`config.mk`:
```
export PLATFORM = sky130hd
export DESIGN_NAME = fmul_arbiter
export DESIGN_NICKNAME = d
export VERILOG_FILES = /design/src/rtl/fmul_arbiter.sv
export SDC_FILE = /design/constraint.sdc
export NUM_CORES = 1
export LEC_CHECK = 0
export CORE_AREA = 3 3 154 156
export CTS_CLUSTER_SIZE = 25
export DETAILED_ROUTE_END_ITERATION = 7
export DIE_AREA = 0 0 157 159
export GPL_ROUTABILITY_DRIVEN = 0
export PLACE_DENSITY = 0.71
export SLEW_MARGIN = 20
export SYNTH_ARGS = -nofsm -noshare
export SYNTH_HDL_FRONTEND = slang
export SYNTH_SLANG_ARGS = --single-unit
```
`constraint.sdc`:
```
create_clock -name clk -period 5.2 [get_ports clk]
set_clock_uncertainty 0.2 [all_clocks]
set_input_delay 1.04 -clock clk [delete_from_list [all_inputs] [get_ports clk]]
set_output_delay 1.04 -clock clk [all_outputs]
set_load 0.05 [all_outputs]
```
`src/rtl/fmul_arbiter.sv`:
```
// Shares one fixed-latency pipelined fmul among NREQ requesters; a tag pipe routes each product back to its issuer.
// Build option: define FMUL_ARB_FIXED_PRIO_EN for fixed priority (lowest index wins) instead of round-robin.
module fmul_arbiter #(
   parameter int NREQ = 4,
   parameter int LAT  = 3,
   parameter int IDW  = 3
) (
   input  logic               clk,
   input  logic               reset,
   input  logic               hold,
   input  logic [NREQ-1:0]    req_valid,
   input  logic [32*NREQ-1:0] req_op1,
   input  logic [32*NREQ-1:0] req_op2,
   output logic [NREQ-1:0]    req_ready,
   output logic [31:0]        mul_op1,
   output logic [31:0]        mul_op2,
   input  logic [31:0]        mul_result,
   output logic [NREQ-1:0]    resp_valid,
   output logic [31:0]        resp_data,
   output logic               busy
);

   logic [IDW-1:0]  ptr;
   logic            grant_any;
   logic [IDW-1:0]  grant_id;
   logic [31:0]     sel_op1;
   logic [31:0]     sel_op2;
   logic [LAT-1:0]  tag_vld;
   logic [IDW-1:0]  tag_id [LAT];
   logic [NREQ-1:0] resp_onehot;

   // NOTE: every signal written here gets a default first, so no path can infer a latch.
   always_comb begin
      req_ready = '0;
      grant_any = 1'b0;
      grant_id  = '0;
      if (!hold) begin
         for (int k = 0; k < NREQ; k++) begin
            for (int i = 0; i < NREQ; i++) begin
               if (!grant_any && req_valid[i] && (i == (int'(ptr) + k) % NREQ)) begin
                  req_ready[i] = 1'b1;
                  grant_id     = IDW'(i);
                  grant_any    = 1'b1;
               end
            end
         end
      end
   end

   // With no grant the operands fall to zero, so the fmul computes a harmless 0.
   always_comb begin
      sel_op1 = '0;
      sel_op2 = '0;
      for (int i = 0; i < NREQ; i++) begin
         if (req_ready[i]) begin
            sel_op1 = req_op1[32*i +: 32];
            sel_op2 = req_op2[32*i +: 32];
         end
      end
   end

`ifdef FMUL_ARB_FIXED_PRIO_EN
   assign ptr = '0;
`else
   always_ff @(posedge clk) begin
      if (!reset) begin
         ptr <= '0;
      end else if (grant_any) begin
         ptr <= (grant_id == IDW'(NREQ - 1)) ? '0 : grant_id + 1'b1;
      end
   end
`endif

   // NOTE: sequential state uses non-blocking assignments so every register samples pre-edge values.
   always_ff @(posedge clk) begin
      if (!reset) begin
         mul_op1    <= '0;
         mul_op2    <= '0;
         tag_vld    <= '0;
         resp_valid <= '0;
         resp_data  <= '0;
      end else begin
         mul_op1 <= sel_op1;
         mul_op2 <= sel_op2;
         tag_vld <= (tag_vld << 1) | LAT'(grant_any);
         if (tag_vld[LAT-1]) begin
            resp_valid <= resp_onehot;
            resp_data  <= mul_result;
         end else begin
            resp_valid <= '0;
         end
      end
   end

   // NOTE: tag ids are always qualified by tag_vld, so this storage carries no reset.
   always_ff @(posedge clk) begin
      tag_id[0] <= grant_id;
      for (int s = 1; s < LAT; s++) begin
         tag_id[s] <= tag_id[s-1];
      end
   end

   always_comb begin
      resp_onehot = '0;
      for (int i = 0; i < NREQ; i++) begin
         resp_onehot[i] = (tag_id[LAT-1] == IDW'(i));
      end
   end

   assign busy = (|tag_vld) || (|resp_valid);

endmodule

```
==> results of run 1 <==
[report_power, final]
| part | switching (uW) | leakage, uW | internal [uW] |
|---|---|---|---|
| Clock | 366 | 0.000140 | 340 |
| Combinational | 418 | 0.00220 | 360 |
| Sequential | 19.2 | 0.000907 | 900 |
| Total | 804 | 0.00325 | 1600 |
[per-stage QoR]
stage	power (uW)	instance area, um^2	std cells
floorplan	1323	5652	632
global placement	1712	9777	1242
detailed placement	1717	9788	1243
CTS	2434	10080	1259
global route	2509	10080	1259
finish	2405	10080	1259
[cell usage after synthesis (all sizes together)]
library cell,n
nand2,2
o21ai,71
nand3,1
or2,2
dfxtp,111
a31oi,65
or3,1
nor2,7
and2,4
a2111oi,1
mux2i,32
o41ai,64
inv,5
nand2b,2
o211a,1
nor3,3
nor4,2
clkbuf,59
a21oi,7
o211ai,1
o2bb2ai,1
nor2b,97
o21ba,1
a32oi,64
buf,27
a32o,1
[layout make-up]
class | count | share of cell area [%]
repair buffers | 412 | 40.65
multi-input cells | 430 | 30.67
clock inverters | 6 | 0.6330
clock buffers | 10 | 2.271
flip-flops and latches | 111 | 22.06
inverters | 5 | 0.1862
well taps | 285 | 3.537
[path summary, 6_finish.rpt]
kind	start	cells after the start	slack (ps)	to
max	req_valid[3]	6	830	req_ready[2]
min	tag_id[0][3]	0	130	tag_id[0][6]
max reg2reg	ptr[1]	6	2570	mul_op2[4]
min reg2reg	tag_id[0][3]	0	130	tag_id[0][6]
[state kept, by name (all words and copies together) (netlist names)]
name	cells
resp_valid	4
ptr	2
tag_id	6
tag_vld	3
resp_data	32
mul_op1	32
mul_op2	32
[critical path, cell delays in order]
cell	delay, ps
clkdlybuf4s50_1	540
or2_4	320
a21oi_1	110
o21ai_0	170
nor2_1	120
clkdlybuf4s50_1	820
[kinds of logic (layout without fill, tap and decap cells)]
logic type / after synthesis / in the layout / synth area share (%)
and+or+nand+nor: 121 / 121 / 13.19
buffers and inverters: 91 / 433 / 6.575
DFF: 111 / 111 / 39.32
AOI/OAI and AO/OA: 277 / 277 / 35.24
muxes: 32 / 32 / 5.668
[metal layers]
| layer | up-vias | track usage (%) | share of wire, % |
|---|---|---|---|
| li1 | 3150 | - | - |
| met1 | 3211 | 23.73 | 40 |
| met2 | 414 | 31.67 | 47 |
| met3 | 46 | 6.225 | 10 |
| met4 | 2 | 5.571 | 2.3 |
| met5 | - | 0 | 0.050 |
==> flow_summary.ini, run 1 <==
[routing]
drt-wirelength-per-cell_um = 20.60
wl_um = 25940
drt-vias-per-instance = 5.419
drtIter0Drc = 519
ant_nets = 0
vias = 6823
firstDrtPassIters = 6
drc = 0

[clock_network]
cts_root_buffer = clkbuf_16
numCtsBuffers = 9
h-tree-depth = 3
cts_sinks = 111
cts_hold_buf = 0
path_clk_slew_ps = 70
clockBufferDepth = 2
ctsResizeCount = 0
worstSkewPairLatency_ps = 340
tritoncts = yes
post_cts_buffers = 0

[grt]
grt_pass1_wl_um = 37870
grt_pass1_vias = 6458
grtUsageTotal_pct = 19.16
grt_max_degree = 77
antenna_found_initial = 1
grt_overflow = 0

[layout]
seqCellArea_mm2 = 0.002223
diodes = 0
fin_util_pct = 44.80
multi_input_area_mm2 = 0.003092
nets = 1264
layout_common_cells = 395 x clkdlybuf4s50_1, 110 x dfxtp_1, 97 x nor2b_1
area_delta_synth_final_pct = 78.37
drive_gt1_share_pct = 4.620
layout_commonest_cell = clkdlybuf4s50_1
fillers = 2228

[yosys]
ys_seq_elements = 111
avgSynthCellArea_um2 = 8.943
ys_seq_area_share_pct = 39.32
synth_area_mm2 = 0.005652
netlist.area_leader.share_pct = 39.32
ys_warn_count = 0
synth.area.top_cells = dfxtp_1 39%, nor2b_1 11%, a32oi_1 9.9%, o41ai_1 9.9%, a31oi_1 7.2%
synth_fp_nets = 927
synth_cell_types = 32
synth.largest_area_cell = dfxtp_1
synthesis.instances = 632

[floorplanning]
num_rows = 55
core_mm2 = 0.02250
start_util_pct = 25.12
ioPinCount = 400
dieArea_mm2 = 0.02496
dieHeight_um = 159
die_w_um = 157

[setup_path]
arrival_ps = 3130
worstPathRequired_ps = 3960
crit_type = primary input to primary output
crit_path_start_kind = primary input
worst-path-max-fanout = 6
end_kind = primary output

[timing]
finalHoldViolations = 0
min_period_ps = 4371
tightest_slew_ps = 866.3
fmax_ghz = 0.2288
fin_crit_sh_pct = 84.06
slew_headroom_pct = 42.24
setup_ws_ps = 828.7
setup_viol = 0
setup_tns_ps = 0
rsz0062_at_grt = no
slew_violations = 0
fin_hold_ws_ps = 130.1

[pwr]
ir_drop_uv = 160.2
power_density_mw_per_mm2 = 238.5
leakagePower_uw = 0.003250

[hold_path]
hold_class = flip-flop to flip-flop

[job]
drv_cap = 0

[status]
status = completed

[place]
hpwl_um = 17790
port_buffers = 399
dp_slack_ps = 828.9
(Power assumes the default switching activity.)
==> run 2: changes to the inputs <==
Settings changed: CORE_AREA 3 3 154 156 to 3 3 156 158, DIE_AREA 0 0 157 159 to 0 0 159 161, PLACE_DENSITY 0.71 to 0.7.
Clock period 5.2 ns to 4.2 ns, I/O delays scaled along.
==> run 2 against run 1 <==
Clock power rose by 25%. Non-clock buffer count fell by 2. Setup slack got worse by 160 ps. Core utilization fell by 1.1 points. Cell count rose by 2.5%. Sequential cell count did not move. Die area rose by 2.5%. Largest cell class unchanged. Highest routed layer unchanged.
==> flow_summary.ini, run 2 (synthesis results as in run 1) <==
[routing]
firstDrtPassIters = 5
drc = 0
drt-vias-per-instance = 5.228
vias = 6749
drt-wirelength-per-cell_um = 20.03
drtIter0Drc = 474
wl_um = 25860
ant_nets = 0

[timing]
tightest_slew_ps = 990.7
slew_violations = 0
finalHoldViolations = 0
fmax_ghz = 0.2831
setup_tns_ps = 0
fin_crit_sh_pct = 84.11
fin_hold_ws_ps = 130.2
slew_headroom_pct = 33.95
min_period_ps = 3532
rsz0062_at_grt = no
setup_viol = 0

[grt]
grtUsageTotal_pct = 18.86
grt_pass1_vias = 6557
grt_max_degree = 117
grt_pass1_wl_um = 38490
antenna_found_initial = 3
grt_overflow = 0

[setup_path]
reg2reg_depth = 5
worstPathRequired_ps = 3160
crit_path_start_kind = primary input
end_kind = primary output
crit_type = primary input to primary output
arrival_ps = 2490
worst-path-max-fanout = 7

[layout]
multi_input_area_mm2 = 0.003092
drive_gt1_share_pct = 4.733
layout_common_cells = 393 x clkdlybuf4s50_1, 110 x dfxtp_1, 97 x nor2b_1
layout_commonest_cell = clkdlybuf4s50_1
fillers = 2325
nets = 1262
diodes = 0
top_regs = mul_op1 x32, mul_op2 x32, resp_data x32
seqCellArea_mm2 = 0.002223
area_delta_synth_final_pct = 79.72

[clock_network]
cts_hold_buf = 0
path_clk_slew_ps = 80
tritoncts = yes
h-tree-depth = 3
cts_sinks = 111
ctsResizeCount = 0
numCtsBuffers = 9
cts_root_buffer = clkbuf_16
post_cts_buffers = 0
clockBufferDepth = 2
worstSkewPairLatency_ps = 350

[floorplanning]
dieHeight_um = 161
start_util_pct = 24.30
core_mm2 = 0.02326
dieArea_mm2 = 0.02560
num_rows = 56
ioPinCount = 400
die_w_um = 159

[pwr]
leakagePower_uw = 0.003265
power_density_mw_per_mm2 = 294.3
ir_drop_uv = 143.1

[place]
hpwl_um = 16980
port_buffers = 399

[job]
drv_cap = 0

[hold_path]
hold_class = flip-flop to flip-flop
min_path_cells = 0

[status]
status = completed
## run 2: final cells by class
type	instances	share of cell area, %
Sequential cell	111	21.89
Multi-Input combinational cell	430	30.44
Clock inverter	7	0.7391
Tap cell	319	3.930
Inverter	5	0.1848
Clock buffer	9	2.217
Timing Repair Buffer	410	40.60
## run 2: routing by layer
metal  track usage, %  routed length, um  vias up
met5                0                 34        -
met4            5.611                486        6
met3            7.079               2674       36
met2            31.30              12370      395
met1            22.87              10300     3170
li1                 -                  -     3142
## run 2: power by group
| part | internal (uW) | switching (uW) | leakage (uW) |
|---|---|---|---|
| sequential | 1110 | 24.8 | 0.000907 |
| clock | 423 | 460 | 0.000148 |
| combinational | 451 | 516 | 0.00221 |
| total | 1990 | 1000 | 0.00326 |
## run 2: critical path, stage by stage
cell and delay (ps):
clkdlybuf4s50_1 560, nor2_1 300, o21ai_4 70, or3_2 450, inv_1 110, buf_12 140
## run 2: through the flow
stage	worst slack, ps	total power (uW)	utilization, %	instance area [um^2]	std cells
finish	667.6	2989	43.66	10160	1291
global route	568.6	3111	43.66	10160	1291
CTS	647.6	3032	43.66	10160	1291
detailed placement	667.8	2130	42.37	9857	1275
global placement	698.8	2126	42.37	9857	1275
floorplan	990.8	1639	-	5652	632
## run 2: final timing paths
kind / start / end / slack (ps)
worst max-delay path: req_valid[1] / req_ready[3] / 670
worst min register to register: tag_id[0][0] / tag_id[0][3] / 130
worst max register to register: ptr[0] / mul_op1[24] / 1820
worst min-delay path: tag_id[0][0] / tag_id[0][3] / 130
